[src/rtl/frame_admit_ctrl.sv]
// Frame admission gate between sync extraction and the MJPG encoder.
// Decides per vsync rising edge whether a frame is forwarded; keeps debug statistics.
module frame_admit_ctrl #(
    parameter int DATA_W  = 24,
    parameter int DECIM_W = 4,
    parameter int CNT_W   = 16
) (
    input  logic              clk,
    input  logic              rst,
    input  logic              enable,
    input  logic [DECIM_W-1:0] decim,
    input  logic              clr_stats,
    input  logic              pvalid_in,
    input  logic              vsync_in,
    input  logic [DATA_W-1:0] ycbcr_in,
    input  logic              enc_busy,
    input  logic              q_afull,
    input  logic              q_full,
    output logic              pvalid_out,
    output logic              vsync_out,
    output logic [DATA_W-1:0] ycbcr_out,
    output logic              frame_active,
    output logic [CNT_W-1:0]  frames_in,
    output logic [CNT_W-1:0]  frames_sent,
    output logic [CNT_W-1:0]  frames_busy_drop,
    output logic              ovf
);

    typedef enum logic [1:0] {ST_IDLE, ST_PASS, ST_SKIP} state_t;

    localparam logic [CNT_W-1:0]   CNT_ONE = CNT_W'(1);
    localparam logic [DECIM_W-1:0] PH_ONE  = DECIM_W'(1);

    state_t              r_state;
    logic                r_vsync_d;
    logic [DECIM_W-1:0]  r_ph;
    logic                r_pvalid_out;
    logic                r_vsync_out;
    logic [DATA_W-1:0]   r_ycbcr_out;
    logic                r_frame_active;
    logic                r_ovf;
    logic [CNT_W-1:0]    r_cnt [3];

    logic                w_bnd;
    logic                w_ph_zero;
    logic                w_admit;
    logic                w_blocked;
    logic                w_pass_now;
    logic [DECIM_W-1:0]  w_ph_next;
    logic [2:0]          w_inc;

    assign w_bnd      = vsync_in & ~r_vsync_d;
    assign w_ph_zero  = (r_ph == '0);
    assign w_admit    = enable & w_ph_zero & ~enc_busy & ~q_afull;
    assign w_blocked  = enable & w_ph_zero & (enc_busy | q_afull);
    assign w_pass_now = w_bnd ? w_admit : (r_state == ST_PASS);
    assign w_ph_next  = (r_ph >= decim) ? '0 : r_ph + PH_ONE;

    // Counter order: frames_in, frames_sent, frames_busy_drop
    assign w_inc = {w_bnd & w_blocked, w_bnd & w_admit, w_bnd};

    always_ff @(posedge clk) begin
        if (rst) begin
            r_state        <= ST_IDLE;
            r_vsync_d      <= 1'b0;
            r_ph           <= '0;
            r_pvalid_out   <= 1'b0;
            r_vsync_out    <= 1'b0;
            r_ycbcr_out    <= '0;
            r_frame_active <= 1'b0;
            r_ovf          <= 1'b0;
        end else begin
            r_vsync_d      <= vsync_in;
            r_pvalid_out   <= pvalid_in & w_pass_now;
            r_vsync_out    <= vsync_in & w_pass_now;
            r_ycbcr_out    <= ycbcr_in;
            r_frame_active <= w_pass_now;
            if (w_bnd) begin
                r_ph    <= w_ph_next;
                r_state <= w_admit ? ST_PASS : ST_SKIP;
            end
            // Clear has priority over a coincident overflow event
            if (clr_stats)
                r_ovf <= 1'b0;
            else if (q_full & r_pvalid_out)
                r_ovf <= 1'b1;
        end
    end

    generate
        for (genvar gi = 0; gi < 3; gi++) begin : g_cnt
            always_ff @(posedge clk) begin
                if (rst || clr_stats)
                    r_cnt[gi] <= '0;
                else if (w_inc[gi])
                    r_cnt[gi] <= r_cnt[gi] + CNT_ONE;
            end
        end
    endgenerate

    assign pvalid_out       = r_pvalid_out;
    assign vsync_out        = r_vsync_out;
    assign ycbcr_out        = r_ycbcr_out;
    assign frame_active     = r_frame_active;
    assign ovf              = r_ovf;
    assign frames_in        = r_cnt[0];
    assign frames_sent      = r_cnt[1];
    assign frames_busy_drop = r_cnt[2];

endmodule
[config.mk]
export PLATFORM = sky130hd
export DESIGN_NAME = frame_admit_ctrl
export DESIGN_NICKNAME = d
export VERILOG_FILES = /design/src/rtl/frame_admit_ctrl.sv
export SDC_FILE = /design/constraint.sdc
export NUM_CORES = 1
export LEC_CHECK = 0
export BUFFER_PORTS_ARGS = -buffer_cell sky130_fd_sc_hd__clkbuf_2
export CORE_UTILIZATION = 51
export DETAILED_ROUTE_END_ITERATION = 8
export HOLD_SLACK_MARGIN = 0.06
export PLACE_DENSITY = 0.8
export SKIP_LAST_GASP = 1
export SYNTH_ARGS = -nofsm -noshare
export SYNTH_HDL_FRONTEND = slang
export SYNTH_SLANG_ARGS = --single-unit
[constraint.sdc]
create_clock -name clk -period 3 [get_ports clk]
set_input_delay 0.45 -clock clk [delete_from_list [all_inputs] [get_ports clk]]
set_output_delay 0.45 -clock clk [all_outputs]
set_load 0.05 [all_outputs]
==> flow_summary.html, run 1 <==
<table>
<tr><th>Metric</th><th>Value</th></tr>
<tr><th colspan="2">Outcome</th></tr>
<tr><td>Status</td><td>finished clean</td></tr>
<tr><th colspan="2">Route</th></tr>
<tr><td>DRC violation total after the first TritonRoute iteration</td><td>roughly 150</td></tr>
<tr><td>Vias per cell</td><td>just over 5</td></tr>
<tr><td>Drc violations</td><td>0</td></tr>
<tr><td>Total wirelength of the detailed-routed design</td><td>between 7 and 8 mm</td></tr>
<tr><td>First drt pass iteration count</td><td>4</td></tr>
<tr><td>Detailed-route via count</td><td>approximately 2.9k</td></tr>
<tr><td>WL per Instance</td><td>13.5 um</td></tr>
<tr><td>Remaining number of nets flagged by the antenna check after routing</td><td>0</td></tr>
<tr><th colspan="2">CTS</th></tr>
<tr><td>Setup bufs post-CTS</td><td>0</td></tr>
<tr><td>Total number of H-tree levels</td><td>3</td></tr>
<tr><td>Max Buffers Root-to-Sink</td><td>2</td></tr>
<tr><td>Hold_buf cts</td><td>0</td></tr>
<tr><td>Worst-path clk slew</td><td>0.08 ns</td></tr>
<tr><td>Quantity of gates resized following cts</td><td>0</td></tr>
<tr><td>Insertion delay of the later-clocked pin in the worst-skew pair</td><td>0.35 ns</td></tr>
<tr><td>Root buffer cell</td><td>sky130_fd_sc_hd__clkbuf_8</td></tr>
<tr><td>Inserted Clock Buffers</td><td>9</td></tr>
<tr><td>Clock sink count</td><td>83</td></tr>
<tr><td>CTS tree</td><td>yes</td></tr>
<tr><th colspan="2">Layout</th></tr>
<tr><td>Layout filler cell count</td><td>roughly 570</td></tr>
<tr><td>Final core occ</td><td>0.657</td></tr>
<tr><td>Total Nets Final</td><td>506</td></tr>
<tr><td>Flip-flop and latch area</td><td>between 0.002 and 0.0025 sq mm</td></tr>
<tr><td>Area growth, synth to finish</td><td>22.3%</td></tr>
<tr><td>Count of inserted antenna diode cells</td><td>0</td></tr>
<tr><td>Area of the multi-input gates</td><td>~0.0015 sq mm</td></tr>
<tr><td>Fraction of layout cells with a size suffix above 1</td><td>0.292</td></tr>
<tr><td>Non-filler cells in the finished layout</td><td>around 560</td></tr>
<tr><th colspan="2">Placement</th></tr>
<tr><td>Post-DP HPWL</td><td>between 5 and 6 mm</td></tr>
<tr><td>Minimum setup slack after placement</td><td>0.723 ns</td></tr>
<tr><td>Quantity of I/O buffers inserted on ports</td><td>approximately 110</td></tr>
<tr><td>Placed cell count</td><td>between 500 and 600</td></tr>
<tr><td>Global placement routability congestion</td><td>roughly 0.76</td></tr>
<tr><th colspan="2">Timing</th></tr>
<tr><td>Maximum clock frequency</td><td>around 440 MHz</td></tr>
<tr><td>Period utilisation layout</td><td>0.758</td></tr>
<tr><td>Final period demand of the worst path</td><td>between 2 and 2.5 ns</td></tr>
<tr><td>Worst Setup Slack, final</td><td>between 0.7 and 0.8 ns</td></tr>
<tr><td>Setup Total Neg Slack</td><td>0 ns</td></tr>
<tr><td>Final setup fails</td><td>0</td></tr>
<tr><td>Rel. slew slack</td><td>0.432</td></tr>
<tr><td>Final-report max-slew violation count</td><td>0</td></tr>
<tr><td>Worst Skew</td><td>0.0147 ns</td></tr>
<tr><td>RSZ-0062 raised after global routing</td><td>no</td></tr>
<tr><td>Transition time at the pin with the least slew margin</td><td>0.840 ns</td></tr>
<tr><td>Fin Hold WS</td><td>0.313 ns</td></tr>
<tr><td>Final Hold Vio Count</td><td>0</td></tr>
<tr><th colspan="2">Critical path</th></tr>
<tr><td>Slowest CP cell</td><td>sky130_fd_sc_hd__or3_1</td></tr>
<tr><td>Critical Path End Type</td><td>register</td></tr>
<tr><td>Crit path buffers/inverters</td><td>1</td></tr>
<tr><td>Worst path cell trace</td><td>inv_1, ha_1, nand4bb_1, or4_1, or3_1, a21oi_1</td></tr>
<tr><td>Arr. time, crit path</td><td>between 2 and 2.5 ns</td></tr>
<tr><td>R2R Setup Slk</td><td>0.72 ns</td></tr>
<tr><td>Startpoint Class</td><td>register</td></tr>
<tr><td>Stage delay of the slowest cell on the critical path</td><td>approximately 0.6 ns</td></tr>
<tr><td>Kind of cell with the highest combined delay on the critical path</td><td>simple AND/OR/NAND/NOR gates</td></tr>
<tr><td>Required time at the endpoint of the critical path</td><td>3.18 ns</td></tr>
<tr><td>Worst-path maximum fanout</td><td>15</td></tr>
<tr><td>Setup Crit Path Kind</td><td>reg -&gt; reg</td></tr>
<tr><th colspan="2">Logic synthesis</th></tr>
<tr><td>Register bit total from synthesis</td><td>between 80 and 90</td></tr>
<tr><td>Count of unique library cells instantiated by Yosys</td><td>40</td></tr>
<tr><td>Seq/Total Area, Yosys</td><td>0.574</td></tr>
<tr><td>Combined area of all synthesized cells</td><td>around 0.0037 sq mm</td></tr>
<tr><td>Synthesized netlist net count</td><td>a little under 400</td></tr>
<tr><td>Avg Inst Size Synth</td><td>~11 sq um</td></tr>
<tr><td>Number of instances in the synthesized netlist</td><td>between 300 and 400</td></tr>
<tr><td>Number of warnings printed during yosys synthesis</td><td>0</td></tr>
<tr><th colspan="2">Global routing</th></tr>
<tr><td>Vias in the first global route</td><td>between 2k and 3k</td></tr>
<tr><td>Initial antenna violation count</td><td>0</td></tr>
<tr><td>First-pass GRT wire length</td><td>approximately 13 mm</td></tr>
<tr><td>GR Util All Layers</td><td>0.214</td></tr>
<tr><td>Maximum number of pins on one net before global-route repair</td><td>33</td></tr>
<tr><td>Total gr overflow</td><td>0</td></tr>
<tr><th colspan="2">Die</th></tr>
<tr><td>Floorplan die area</td><td>approximately 0.0077 sq mm</td></tr>
<tr><td>Starting density of the core</td><td>0.537</td></tr>
<tr><td>Floorplan Core Area</td><td>between 0.006 and 0.007 sq mm</td></tr>
<tr><td>I/O pin count</td><td>113</td></tr>
<tr><td>Die Y</td><td>87.5 um</td></tr>
<tr><td>Site row count</td><td>30</td></tr>
<tr><td>Die width</td><td>87.5 um</td></tr>
<tr><th colspan="2">Job</th></tr>
<tr><td>Count of max-cap constraint violations</td><td>0</td></tr>
<tr><th colspan="2">Worst hold path</th></tr>
<tr><td>Min-delay worst type</td><td>in -&gt; reg</td></tr>
<tr><th colspan="2">Pwr</th></tr>
<tr><td>P_leak</td><td>between 1.5 and 2 nW</td></tr>
<tr><td>IR Drop Worst-Case VDD</td><td>between 0.2 and 0.3 mV</td></tr>
<tr><td>Power density cells</td><td>roughly 540 mW/mm^2</td></tr>
</table>
[power breakdown]
group | switching [mW] | total, mW | leakage [nW] | internal [mW]
sequential | 0.0487 | 1.31 | 0.832 | 1.26
clock | 0.388 | 0.811 | 0.110 | 0.423
combinational | 0.261 | 0.350 | 0.933 | 0.0890
[cells in the final DEF (no fill, tap or decap), types with 2 or more instances in the layout]
| master | instances |
|---|---|
| sky130_fd_sc_hd__nor2_1 | 38 |
| sky130_fd_sc_hd__xnor2_1 | 18 |
| sky130_fd_sc_hd__and3_1 | 4 |
| sky130_fd_sc_hd__nor4_1 | 6 |
| sky130_fd_sc_hd__nand3_1 | 16 |
| sky130_fd_sc_hd__a21oi_1 | 17 |
| sky130_fd_sc_hd__nand4_1 | 9 |
| sky130_fd_sc_hd__a31o_2 | 2 |
| sky130_fd_sc_hd__and2_1 | 5 |
| sky130_fd_sc_hd__clkbuf_16 | 2 |
| sky130_fd_sc_hd__dfxtp_1 | 35 |
| sky130_fd_sc_hd__inv_1 | 12 |
| sky130_fd_sc_hd__ha_1 | 9 |
| sky130_fd_sc_hd__edfxtp_1 | 48 |
| sky130_fd_sc_hd__or3_1 | 9 |
| sky130_fd_sc_hd__nand2_1 | 25 |
| sky130_fd_sc_hd__clkinv_2 | 2 |
| sky130_fd_sc_hd__clkbuf_2 | 112 |
| sky130_fd_sc_hd__xor2_1 | 12 |
| sky130_fd_sc_hd__a21boi_0 | 2 |
| sky130_fd_sc_hd__and4_1 | 2 |
| sky130_fd_sc_hd__clkbuf_8 | 10 |
| sky130_fd_sc_hd__buf_4 | 2 |
| sky130_fd_sc_hd__nor2b_1 | 27 |
| sky130_fd_sc_hd__o21ai_0 | 8 |
| sky130_fd_sc_hd__or4_1 | 4 |
| sky130_fd_sc_hd__o31ai_1 | 3 |
| sky130_fd_sc_hd__nor3_1 | 9 |
| sky130_fd_sc_hd__nand2b_1 | 2 |
[worst register-to-register path: stages, from the launching register on]
cell,delay (ns)
sky130_fd_sc_hd__dfxtp_1,0.34
sky130_fd_sc_hd__inv_1,0.10
sky130_fd_sc_hd__ha_1,0.15
sky130_fd_sc_hd__nand4bb_1,0.16
sky130_fd_sc_hd__or4_1,0.55
sky130_fd_sc_hd__or3_1,0.60
sky130_fd_sc_hd__a21oi_1,0.22
[cell type report]
| cell class | instances | area share |
|---|---|---|
| Clock buffer | 13 | 0.0420 |
| Timing Repair Buffer | 114 | 0.126 |
| Inverter | 12 | 0.00988 |
| Clock inverter | 3 | 0.00357 |
| Tap cell | 96 | 0.0263 |
| Sequential cell | 83 | 0.470 |
| Multi-Input combinational cell | 240 | 0.322 |
[routing by layer]
metal	share of wire	wire length [um]	GRT usage
met2	0.48	3650	0.356
met1	0.44	3340	0.256
met4	0.021	161	0.115
met3	0.057	433	0.0531
met5	0	0	0
[cells in the mapped netlist]
master                      count  area, sq um
sky130_fd_sc_hd__or4b_2         1         10.0
sky130_fd_sc_hd__buf_8          1         15.0
sky130_fd_sc_hd__or2_2          1         6.26
sky130_fd_sc_hd__nand2b_4       1         13.8
sky130_fd_sc_hd__and3_1         4         25.0
sky130_fd_sc_hd__nor2b_1       27          169
sky130_fd_sc_hd__clkbuf_1       9         33.8
sky130_fd_sc_hd__nand3_1       16         80.1
sky130_fd_sc_hd__xnor2_1       18          158
sky130_fd_sc_hd__and2b_1        1         7.51
sky130_fd_sc_hd__a211oi_1       1         7.51
sky130_fd_sc_hd__nand2_1       25         93.8
sky130_fd_sc_hd__dfxtp_1       35          701
sky130_fd_sc_hd__and2_1         5         31.3
sky130_fd_sc_hd__nor4_1         6         37.5
sky130_fd_sc_hd__and4_1         2         17.5
sky130_fd_sc_hd__edfxtp_1      48         1440
sky130_fd_sc_hd__o31ai_1        4         30.0
sky130_fd_sc_hd__nand4bb_1      1         11.3
sky130_fd_sc_hd__a21boi_0       2         15.0
sky130_fd_sc_hd__mux2i_1        1         10.0
sky130_fd_sc_hd__inv_1         12         45.0
sky130_fd_sc_hd__o21ai_0        8         40.0
sky130_fd_sc_hd__buf_6          2         22.5
sky130_fd_sc_hd__a21oi_1       17         85.1
sky130_fd_sc_hd__a21o_1         1         7.51
sky130_fd_sc_hd__xor2_1        12          105
sky130_fd_sc_hd__a41oi_1        1         8.76
sky130_fd_sc_hd__nor4b_1        1         8.76
sky130_fd_sc_hd__nor2_2         1         6.26
sky130_fd_sc_hd__nand2b_1       2         12.5
sky130_fd_sc_hd__nor3_1         9         45.0
sky130_fd_sc_hd__o21bai_1       1         7.51
sky130_fd_sc_hd__nor2_1        38          143
sky130_fd_sc_hd__ha_1           9          113
sky130_fd_sc_hd__or3_1          9         56.3
sky130_fd_sc_hd__buf_2          1         5.00
sky130_fd_sc_hd__or4_1          4         30.0
sky130_fd_sc_hd__nand4_1        9         56.3
sky130_fd_sc_hd__a31o_2         2         17.5
[cells by family after synthesis]
kind of cell,synth area share
adder cells (fa/ha/maj),0.0302
AND/OR/NAND/NOR,0.231
buffers and inverters,0.0325
XOR/XNOR,0.0705
multiplexers,0.00268
flip-flops,0.574
AO/OA/AOI/OAI,0.0587
[final timing paths]
kind,from,endpoint,cells after the start
setup / recovery,r_ph[0],r_cnt[1][14],6
hold / removal,ycbcr_in[0],ycbcr_out[0],2
setup reg to reg,r_ph[0],r_cnt[1][14],6
hold reg to reg,r_state[0],r_state[0],2
[metrics by stage]
step	total power [mW]	area (sq um)
finish	2.47	4560
global route	2.58	4560
CTS	2.49	4560
detailed placement	1.68	4350
global placement	1.68	4350
floorplan	1.59	3730
[registers in the layout, summed over array words and instances, names as in the netlist]
name / cells
r_cnt: 48
r_ph: 4
frame_active: 1
pvalid_out: 1
vsync_out: 1
ovf: 1
r_vsync_d: 1
r_state: 2
ycbcr_out: 24
(Power assumes the default switching activity.)
==> inputs of run 2 (changes only) <==
- ABC_AREA: default -> 1
- CORE_UTILIZATION: 51 -> 52
- PLACE_DENSITY: 0.8 -> 0.81
- clock period: 3 -> 2.2 ns (I/O delays scaled with it)
==> run 2 against run 1 <==
Global-route usage about the same. Clock skew is 0.0059 ns lower. Worst hold slack lost 0.15 ns. Fmax is 31% higher. Core utilization is 1.1 points higher. Clock power grew 39%. Final area up 7.8%. Critical endpoint is now r_cnt[1][2]. Critical path depth increased by 1. Register-to-register slack got worse by 0.26 ns. Largest power group unchanged.
==> flow_summary.html, run 2 <==
<table>
<tr><th>Metric</th><th>Value</th></tr>
<tr><th colspan="2">Critical path</th></tr>
<tr><td>Worst path most repeated cell</td><td>sky130_fd_sc_hd__nand2_1</td></tr>
<tr><td>Arr. time, crit path</td><td>1.78 ns (-0.67 ns)</td></tr>
<tr><td>Worst-path maximum fanout</td><td>16 (+1)</td></tr>
<tr><td>Setup Crit Path Kind</td><td>reg -&gt; reg</td></tr>
<tr><td>Slowest CP cell</td><td>sky130_fd_sc_hd__dfxtp_1</td></tr>
<tr><td>Stage delay of the slowest cell on the critical path</td><td>0.34 ns (-0.26 ns)</td></tr>
<tr><td>Critical Path End Type</td><td>register</td></tr>
<tr><td>Worst path cell trace</td><td>inv_1, ha_1, nand2_1, nor3_2, nand3_2, nand2_1, buf_4</td></tr>
<tr><td>Startpoint Class</td><td>register</td></tr>
<tr><td>Required time at the endpoint of the critical path</td><td>2.24 ns (-0.94 ns)</td></tr>
<tr><th colspan="2">Timing</th></tr>
<tr><td>Worst Skew</td><td>0.00882 ns (-0.00593 ns)</td></tr>
<tr><td>Period utilisation layout</td><td>0.790 (+0.0316)</td></tr>
<tr><td>Final Hold Vio Count</td><td>0 (unchanged)</td></tr>
<tr><td>Transition time at the pin with the least slew margin</td><td>0.344 ns (-0.495 ns)</td></tr>
<tr><td>Final-report max-slew violation count</td><td>0 (unchanged)</td></tr>
<tr><td>Final period demand of the worst path</td><td>1.74 ns (-0.537 ns)</td></tr>
<tr><td>RSZ-0062 raised after global routing</td><td>no</td></tr>
<tr><td>Maximum clock frequency</td><td>575 MHz (+31%)</td></tr>
<tr><td>Fin Hold WS</td><td>0.162 ns (-0.151 ns)</td></tr>
<tr><td>Setup Total Neg Slack</td><td>0 ns (unchanged)</td></tr>
<tr><td>Rel. slew slack</td><td>0.769 (+0.337)</td></tr>
<tr><td>Final setup fails</td><td>0 (unchanged)</td></tr>
<tr><th colspan="2">Logic synthesis</th></tr>
<tr><td>Fraction of the mapped netlist area in adder cells</td><td>0.0279 (-0.00226)</td></tr>
<tr><td>Mux cell area share after synthesis</td><td>0 (-0.00268)</td></tr>
<tr><td>Count of unique library cells instantiated by Yosys</td><td>29 (-28%)</td></tr>
<tr><td>Biggest area consumer among synthesized cells</td><td>sky130_fd_sc_hd__edfxtp_1</td></tr>
<tr><td>Post-synthesis share of cell area spent on and, or, nand and nor gates</td><td>0.282 (+0.0513)</td></tr>
<tr><td>Biggest area contributors in the synthesized netlist</td><td>sky130_fd_sc_hd__edfxtp_1, sky130_fd_sc_hd__dfxtp_1, sky130_fd_sc_hd__nor2_1</td></tr>
<tr><td>Cell with the most instances after synthesis</td><td>sky130_fd_sc_hd__nor2_1</td></tr>
<tr><td>Seq/Total Area, Yosys</td><td>0.532 (-0.0430)</td></tr>
<tr><td>Synthesized-area fraction occupied by ao, oa, aoi and oai cells</td><td>0.0404 (-0.0184)</td></tr>
<tr><td>Yosys top cell area share</td><td>0.358 (-0.0289)</td></tr>
<tr><td>EDFF count, synth</td><td>48 (unchanged)</td></tr>
<tr><td>Synthesized netlist net count</td><td>528 (+34%)</td></tr>
<tr><td>Largest family of logic cells by synthesized area</td><td>simple AND/OR/NAND/NOR gates</td></tr>
<tr><td>Number of warnings printed during yosys synthesis</td><td>0 (unchanged)</td></tr>
<tr><td>Top_reg_cell synth</td><td>sky130_fd_sc_hd__edfxtp_1</td></tr>
<tr><td>Leading post-synthesis cells by instance count</td><td>sky130_fd_sc_hd__nor2_1, sky130_fd_sc_hd__nand2_1, sky130_fd_sc_hd__inv_1</td></tr>
<tr><td>Number of instances in the synthesized netlist</td><td>482 (+39%)</td></tr>
<tr><td>Post-synthesis async set-or-reset flop share</td><td>0 (unchanged)</td></tr>
<tr><td>Combined area of all synthesized cells</td><td>0.00403 sq mm (+8.1%)</td></tr>
<tr><td>Avg Inst Size Synth</td><td>8.36 sq um (-22%)</td></tr>
<tr><td>Xor and xnor area share after synthesis</td><td>0.0283 (-0.0422)</td></tr>
<tr><td>Register bit total from synthesis</td><td>83 (unchanged)</td></tr>
<tr><th colspan="2">Placement</th></tr>
<tr><td>Post-DP HPWL</td><td>6.20 mm (+14%)</td></tr>
<tr><td>Quantity of I/O buffers inserted on ports</td><td>112 (unchanged)</td></tr>
<tr><td>Placed cell count</td><td>693 (+27%)</td></tr>
<tr><td>Global placement routability congestion</td><td>0.828 (+9.5%)</td></tr>
<tr><th colspan="2">CTS</th></tr>
<tr><td>Hold_buf cts</td><td>0 (unchanged)</td></tr>
<tr><td>Worst-path clk slew</td><td>0.09 ns (about the same)</td></tr>
<tr><td>Inserted Clock Buffers</td><td>9 (unchanged)</td></tr>
<tr><td>Total number of H-tree levels</td><td>3 (unchanged)</td></tr>
<tr><td>Quantity of gates resized following cts</td><td>0 (unchanged)</td></tr>
<tr><td>Clock sink count</td><td>83 (unchanged)</td></tr>
<tr><td>Root buffer cell</td><td>sky130_fd_sc_hd__clkbuf_8</td></tr>
<tr><td>CTS tree</td><td>yes</td></tr>
<tr><td>Setup bufs post-CTS</td><td>0 (unchanged)</td></tr>
<tr><td>Max Buffers Root-to-Sink</td><td>2 (unchanged)</td></tr>
<tr><td>Insertion delay of the later-clocked pin in the worst-skew pair</td><td>0.34 ns (about the same)</td></tr>
<tr><th colspan="2">Layout</th></tr>
<tr><td>Fraction of layout cells with a size suffix above 1</td><td>0.248 (-0.0449)</td></tr>
<tr><td>Most used cells in the layout excluding fill and tap cells</td><td>sky130_fd_sc_hd__clkbuf_2, sky130_fd_sc_hd__nor2_1, sky130_fd_sc_hd__nand2_1</td></tr>
<tr><td>Non-filler cells in the finished layout</td><td>709 (+26%)</td></tr>
<tr><td>Flip-flop count of the largest register, all copies and words added</td><td>48 (unchanged)</td></tr>
<tr><td>Largest register by flop count</td><td>r_cnt</td></tr>
<tr><td>Most common cell after layout, fill and taps aside</td><td>sky130_fd_sc_hd__clkbuf_2</td></tr>
<tr><td>Count of inserted antenna diode cells</td><td>0 (unchanged)</td></tr>
<tr><td>Total Nets Final</td><td>651 (+29%)</td></tr>
<tr><td>Area growth, synth to finish</td><td>22.0%</td></tr>
<tr><th colspan="2">Die</th></tr>
<tr><td>Die width</td><td>90.0 um (+2.9%)</td></tr>
<tr><td>Floorplan die area</td><td>0.00811 sq mm (+5.9%)</td></tr>
<tr><td>Starting density of the core</td><td>0.547 (+0.00992)</td></tr>
<tr><td>Die Y</td><td>90.0 um (+2.9%)</td></tr>
<tr><td>Floorplan Core Area</td><td>0.00737 sq mm (+6.1%)</td></tr>
<tr><td>I/O pin count</td><td>113 (unchanged)</td></tr>
<tr><td>Site row count</td><td>31 (+3.3%)</td></tr>
<tr><th colspan="2">Global routing</th></tr>
<tr><td>Total gr overflow</td><td>0 (unchanged)</td></tr>
<tr><td>Vias in the first global route</td><td>3,232 (+13%)</td></tr>
<tr><td>Maximum number of pins on one net before global-route repair</td><td>28 (-15%)</td></tr>
<tr><td>First-pass GRT wire length</td><td>14.2 mm (+13%)</td></tr>
<tr><td>Initial antenna violation count</td><td>0 (unchanged)</td></tr>
<tr><td>GR Util All Layers</td><td>0.214 (+0.000233)</td></tr>
<tr><th colspan="2">Route</th></tr>
<tr><td>WL per Instance</td><td>11.6 um (-15%)</td></tr>
<tr><td>DRC violation total after the first TritonRoute iteration</td><td>124 (-19%)</td></tr>
<tr><td>First drt pass iteration count</td><td>4 (unchanged)</td></tr>
<tr><td>Vias per cell</td><td>4.77 (-7.7%)</td></tr>
<tr><td>Total wirelength of the detailed-routed design</td><td>8.19 mm (+8.0%)</td></tr>
<tr><td>Detailed-route via count</td><td>3,384 (+17%)</td></tr>
<tr><td>Drc violations</td><td>0 (unchanged)</td></tr>
<tr><td>Remaining number of nets flagged by the antenna check after routing</td><td>0 (unchanged)</td></tr>
<tr><th colspan="2">Pwr</th></tr>
<tr><td>IR Drop Worst-Case VDD</td><td>0.475 mV (+70%)</td></tr>
<tr><td>Power density cells</td><td>699 mW/mm^2 (+29%)</td></tr>
<tr><td>P_leak</td><td>2.32 nW (+24%)</td></tr>
<tr><td>Final total power</td><td>3.44 mW (+39%)</td></tr>
<tr><th colspan="2">Job</th></tr>
<tr><td>Count of max-cap constraint violations</td><td>0 (unchanged)</td></tr>
<tr><th colspan="2">Worst hold path</th></tr>
<tr><td>Min-delay worst type</td><td>in -&gt; reg</td></tr>
<tr><th colspan="2">Outcome</th></tr>
<tr><td>Status</td><td>finished clean</td></tr>
</table>
==> run 2: changes by cell type after synthesis, sizes merged, moves of 11 or more <==
cell	previous run	this run
nand2	25	95
xnor2	18	4
nor2b	27	0
inv	12	87
nand3	16	27
nor2	39	113
==> run 2: where the power goes <==
part	leakage (nW)	internal [mW]	switching (mW)
Combinational	1.38	0.127	0.401
Clock	0.107	0.544	0.583
Sequential	0.832	1.72	0.0664
Total	2.32	2.39	1.05
==> run 2: routing by layer <==
layer | up-vias | GRT usage | share of wire
li1 | 1760 | - | -
met1 | 1513 | 0.260 | 0.44
met2 | 102 | 0.372 | 0.50
met3 | 9 | 0.0474 | 0.054
met4 | 0 | 0.0793 | 0.013
met5 | - | 0 | 0
==> run 2: worst max-delay path, delay by kind of cell, from the launching register on <==
family | cells | cell delay, ns
buffers and inverters | 2 | 0.36
adders and majority gates | 1 | 0.19
DFF | 1 | 0.34
and+or+nand+nor | 4 | 0.55
==> run 2: per-stage QoR <==
stage	setup WS, ns	instance area, sq um	utilization
after global routing	0.302	4920	0.667
after detailed placement	0.474	4710	0.640
after floorplan	0.352	4030	-
final	0.462	4920	0.667
after CTS	0.456	4920	0.667
after global placement	0.583	4710	0.640
==> run 2: logic make-up (layout without fill, tap and decap cells) <==
| group | count (synthesis) | count (layout) |
|---|---|---|
| buffers and inverters | 91 | 219 |
| XOR/XNOR | 13 | 13 |
| adder cells (fa/ha/maj) | 9 | 9 |
| AO/OA/AOI/OAI | 31 | 31 |
| AND/OR/NAND/NOR | 255 | 255 |
| flip-flops | 83 | 83 |
==> run 2: final timing paths <==
kind                                      to  depth (start not counted)  slack, ns         from
worst min register to register    r_state[1]                          2       0.45   r_state[1]
worst max register to register   r_cnt[1][2]                          7       0.46      r_ph[0]
worst min-delay path            ycbcr_out[7]                          3       0.16  ycbcr_in[7]
worst max-delay path             r_cnt[1][2]                          7       0.46      r_ph[0]
==> run 2: cell type report <==
| type | count | area (sq um) |
|---|---|---|
| Clock inverter | 7 | 80.1 |
| Multi-Input combinational cell | 308 | 1530 |
| Timing Repair Buffer | 116 | 591 |
| Inverter | 87 | 332 |
| Fill cell | 636 | 2450 |
| Sequential cell | 83 | 2140 |
| Clock buffer | 9 | 124 |
| Tap cell | 99 | 124 |
==> inputs of run 3 (changes only) <==
- CORE_UTILIZATION: 52 -> 47
- PLACE_DENSITY: 0.81 -> 0.77
- clock period: 2.2 -> 1.5 ns (I/O delays scaled with it)
==> run 3 against run 2 <==
The flow now finishes with violations (negative setup slack). Fmax is 2.3% higher. Wire length is 20% higher. Final cell count is 7.9% higher. Final area is 16% higher. Critical path depth is 2 higher. Core utilization is 2.2 points higher. First-iteration DRC count is 2.4% higher. Total power is 56% higher. Critical endpoint is now r_cnt[1][14].
==> flow_summary.html, run 3 (same netlist as run 2, synthesis figures left out) <==
<table>
<tr><th>Metric</th><th>Value</th></tr>
<tr><th colspan="2">Timing</th></tr>
<tr><td>Transition time at the pin with the least slew margin</td><td>0.301 ns (-0.0439 ns)</td></tr>
<tr><td>Fin Hold WS</td><td>0.112 ns (-0.0498 ns)</td></tr>
<tr><td>Period utilisation layout</td><td>1.13 (+0.342)</td></tr>
<tr><td>Final setup fails</td><td>54 (+54)</td></tr>
<tr><td>Maximum clock frequency</td><td>589 MHz (+2.3%)</td></tr>
<tr><td>RSZ-0062 raised after global routing</td><td>yes</td></tr>
<tr><td>Final Hold Vio Count</td><td>0 (unchanged)</td></tr>
<tr><td>Final period demand of the worst path</td><td>1.70 ns (-0.0398 ns)</td></tr>
<tr><td>Worst Setup Slack, final</td><td>-0.198 ns (-0.660 ns)</td></tr>
<tr><td>Final-report max-slew violation count</td><td>0 (unchanged)</td></tr>
<tr><td>Worst Skew</td><td>0.0172 ns (+0.00840 ns)</td></tr>
<tr><td>Rel. slew slack</td><td>0.798 (+0.0285)</td></tr>
<tr><th colspan="2">Placement</th></tr>
<tr><td>Global placement routability congestion</td><td>0.843 (+1.9%)</td></tr>
<tr><td>Placed cell count</td><td>710 (+2.5%)</td></tr>
<tr><td>Post-DP HPWL</td><td>6.70 mm (+8.0%)</td></tr>
<tr><td>Minimum setup slack after placement</td><td>-0.0660 ns (-0.540 ns)</td></tr>
<tr><td>Placement Cell Area</td><td>0.00496 sq mm (+5.3%)</td></tr>
<tr><td>Quantity of I/O buffers inserted on ports</td><td>112 (unchanged)</td></tr>
<tr><th colspan="2">Route</th></tr>
<tr><td>WL per Instance</td><td>12.9 um (+11%)</td></tr>
<tr><td>Detailed-route via count</td><td>3,694 (+9.2%)</td></tr>
<tr><td>Drc violations</td><td>0 (unchanged)</td></tr>
<tr><td>Vias per cell</td><td>4.83 (+1.2%)</td></tr>
<tr><td>DRC violation total after the first TritonRoute iteration</td><td>127 (+2.4%)</td></tr>
<tr><td>Total wirelength of the detailed-routed design</td><td>9.84 mm (+20%)</td></tr>
<tr><td>Remaining number of nets flagged by the antenna check after routing</td><td>0 (unchanged)</td></tr>
<tr><td>First drt pass iteration count</td><td>4 (unchanged)</td></tr>
<tr><th colspan="2">Layout</th></tr>
<tr><td>Area of the multi-input gates</td><td>0.00182 sq mm (+19%)</td></tr>
<tr><td>Non-filler cells in the finished layout</td><td>765 (+7.9%)</td></tr>
<tr><td>Most used cells in the layout excluding fill and tap cells</td><td>sky130_fd_sc_hd__clkbuf_2, sky130_fd_sc_hd__nor2_1, sky130_fd_sc_hd__nand2_1</td></tr>
<tr><td>Largest register by flop count</td><td>r_cnt</td></tr>
<tr><td>Flip-flop and latch area</td><td>0.00215 sq mm (+0.23%)</td></tr>
<tr><td>Fraction of layout cells with a size suffix above 1</td><td>0.350 (+0.102)</td></tr>
<tr><td>Post-route cell area</td><td>0.00569 sq mm (+16%)</td></tr>
<tr><td>Total Nets Final</td><td>701 (+7.7%)</td></tr>
<tr><td>Count of inserted antenna diode cells</td><td>0 (unchanged)</td></tr>
<tr><td>Most common cell after layout, fill and taps aside</td><td>sky130_fd_sc_hd__clkbuf_2</td></tr>
<tr><td>Flip-flop count of the largest register, all copies and words added</td><td>48 (unchanged)</td></tr>
<tr><td>Layout filler cell count</td><td>663 (+4.2%)</td></tr>
<tr><td>Area growth, synth to finish</td><td>41.3%</td></tr>
<tr><th colspan="2">Job</th></tr>
<tr><td>Count of max-cap constraint violations</td><td>0 (unchanged)</td></tr>
<tr><th colspan="2">Global routing</th></tr>
<tr><td>Total gr overflow</td><td>0 (unchanged)</td></tr>
<tr><td>Vias in the first global route</td><td>3,481 (+7.7%)</td></tr>
<tr><td>Initial antenna violation count</td><td>0 (unchanged)</td></tr>
<tr><td>First-pass GRT wire length</td><td>15.3 mm (+8.4%)</td></tr>
<tr><td>GR Util All Layers</td><td>0.222 (+0.00806)</td></tr>
<tr><td>Maximum number of pins on one net before global-route repair</td><td>28 (unchanged)</td></tr>
<tr><th colspan="2">CTS</th></tr>
<tr><td>Root buffer cell</td><td>sky130_fd_sc_hd__clkbuf_8</td></tr>
<tr><td>Clock sink count</td><td>83 (unchanged)</td></tr>
<tr><td>Total number of H-tree levels</td><td>3 (unchanged)</td></tr>
<tr><td>Insertion delay of the later-clocked pin in the worst-skew pair</td><td>0.36 ns (+0.02 ns)</td></tr>
<tr><td>CTS tree</td><td>yes</td></tr>
<tr><td>Max Buffers Root-to-Sink</td><td>2 (unchanged)</td></tr>
<tr><td>Worst-path clk slew</td><td>0.09 ns (about the same)</td></tr>
<tr><td>Inserted Clock Buffers</td><td>9 (unchanged)</td></tr>
<tr><th colspan="2">Critical path</th></tr>
<tr><td>Worst reg-to-reg path cell count</td><td>9 (+2)</td></tr>
<tr><td>R2R Setup Slk</td><td>-0.20 ns (-0.66 ns)</td></tr>
<tr><td>Reg-to-reg startpoint</td><td>r_ph[1]</td></tr>
<tr><td>Setup Crit Path Kind</td><td>reg -&gt; reg</td></tr>
<tr><td>Required time at the endpoint of the critical path</td><td>1.71 ns (-0.53 ns)</td></tr>
<tr><td>Worst-path maximum fanout</td><td>4 (-12)</td></tr>
<tr><td>R2r endpoint</td><td>r_cnt[1][14]</td></tr>
<tr><td>Arr. time, crit path</td><td>1.91 ns (+0.13 ns)</td></tr>
<tr><td>Startpoint Class</td><td>register</td></tr>
<tr><td>Critical Path End Type</td><td>register</td></tr>
<tr><th colspan="2">Pwr</th></tr>
<tr><td>Power density cells</td><td>943 mW/mm^2 (+35%)</td></tr>
<tr><td>Comb power frac</td><td>0.179 (+0.025)</td></tr>
<tr><td>IR Drop Worst-Case VDD</td><td>0.628 mV (+32%)</td></tr>
<tr><td>Switching Fraction</td><td>0.308 (+0.00245)</td></tr>
<tr><td>Internal cell power</td><td>3.72 mW (+56%)</td></tr>
<tr><td>Sequential fraction of design power</td><td>0.487 (-0.031)</td></tr>
<tr><td>P_leak</td><td>2.59 nW (+12%)</td></tr>
<tr><td>Clk network pwr share</td><td>0.334 (+0.006)</td></tr>
<tr><td>Switching power total</td><td>1.65 mW (+57%)</td></tr>
<tr><th colspan="2">Die</th></tr>
<tr><td>I/O pin count</td><td>113 (unchanged)</td></tr>
<tr><td>Floorplan Core Area</td><td>0.00826 sq mm (+12%)</td></tr>
<tr><td>Die width</td><td>94.6 um (+5.1%)</td></tr>
<tr><td>Site row count</td><td>33 (+6.5%)</td></tr>
<tr><td>Die Y</td><td>94.6 um (+5.1%)</td></tr>
<tr><td>Starting density of the core</td><td>0.488 (-0.0588)</td></tr>
<tr><td>Floorplan die area</td><td>0.00895 sq mm (+10%)</td></tr>
<tr><th colspan="2">Outcome</th></tr>
<tr><td>Violated checks</td><td>negative setup slack</td></tr>
<tr><td>Status</td><td>finished, violations left</td></tr>
<tr><th colspan="2">Worst hold path</th></tr>
<tr><td>Min-delay worst type</td><td>in -&gt; reg</td></tr>
<tr><td>Worst hold path startpoint</td><td>vsync_in</td></tr>
<tr><td>Cells on Worst Hold Path</td><td>3 (unchanged)</td></tr>
<tr><td>Min-Delay Endpoint</td><td>r_vsync_d</td></tr>
</table>
run 3: routing by layer:
metal / vias to the layer above / part of all wire / global-route usage
met4: 0 / 0.012 / 0.0631
met1: 1715 / 0.42 / 0.263
met5: - / 0 / 0
met2: 101 / 0.51 / 0.390
li1: 1866 / - / -
met3: 12 / 0.059 / 0.0644
run 3: per-stage QoR:
| step | setup TNS, ns | utilization | total power [mW] |
|---|---|---|---|
| floorplan | -3.46 | - | 3.25 |
| global placement | -0.157 | 0.601 | 3.48 |
| detailed placement | -1.53 | 0.601 | 3.50 |
| CTS | -1.72 | 0.661 | 5.33 |
| global route | -9.31 | 0.689 | 5.57 |
| finish | -4.27 | 0.689 | 5.37 |
run 3: layout make-up:
type | instances | area share
clock inverter | 6 | 0.0130
clock buffer | 10 | 0.0262
timing repair buffer | 164 | 0.183
tap | 105 | 0.0231
sequential | 83 | 0.377
inverter | 87 | 0.0582
multi-input combinational | 310 | 0.319
run 3: power groups by stage:
stage	logic [mW]	clock network, mW	registers [mW]
2_1_floorplan	0.232	0	3.02
5_1_grt	1.04	1.90	2.63
3_3_place_gp	0.815	0	2.66
4_1_cts	0.890	1.82	2.62
6_report	0.963	1.79	2.62
3_5_place_dp	0.830	0	2.67
run 3: worst max-delay path, stage by stage, from the launching register on:
cell and delay (ns):
sky130_fd_sc_hd__dfxtp_2 0.33, sky130_fd_sc_hd__inv_2 0.07, sky130_fd_sc_hd__ha_4 0.15, sky130_fd_sc_hd__nand2_4 0.05, sky130_fd_sc_hd__nor3_4 0.30, sky130_fd_sc_hd__nand3_4 0.15, sky130_fd_sc_hd__buf_12 0.17, sky130_fd_sc_hd__nor2_4 0.17
sky130_fd_sc_hd__nand2_1 0.07, sky130_fd_sc_hd__nor2_1 0.10
run 3: worst max path at each step:
stage | from | endpoint | slack (ns)
finish | r_ph[1] | r_cnt[1][14] | -0.20
global route | r_ph[1] | r_cnt[1][14] | -0.33
global placement | r_ph[0] | r_cnt[2][5] | -0.01
detailed placement | r_ph[0] | r_cnt[2][8] | -0.07
CTS | r_ph[0] | r_cnt[2][8] | -0.08
floorplan | r_cnt[1][0] | r_cnt[1][12] | -0.30
run 3: repair_timing:
item	in CTS	in global routing
hold buffers	25	0
gates resized for setup	1	33
hold endpoints to repair	25	0
cloned	1	1
endpoints found under the setup margin	48	68
pin swaps	0	15
buffers inserted	1	11
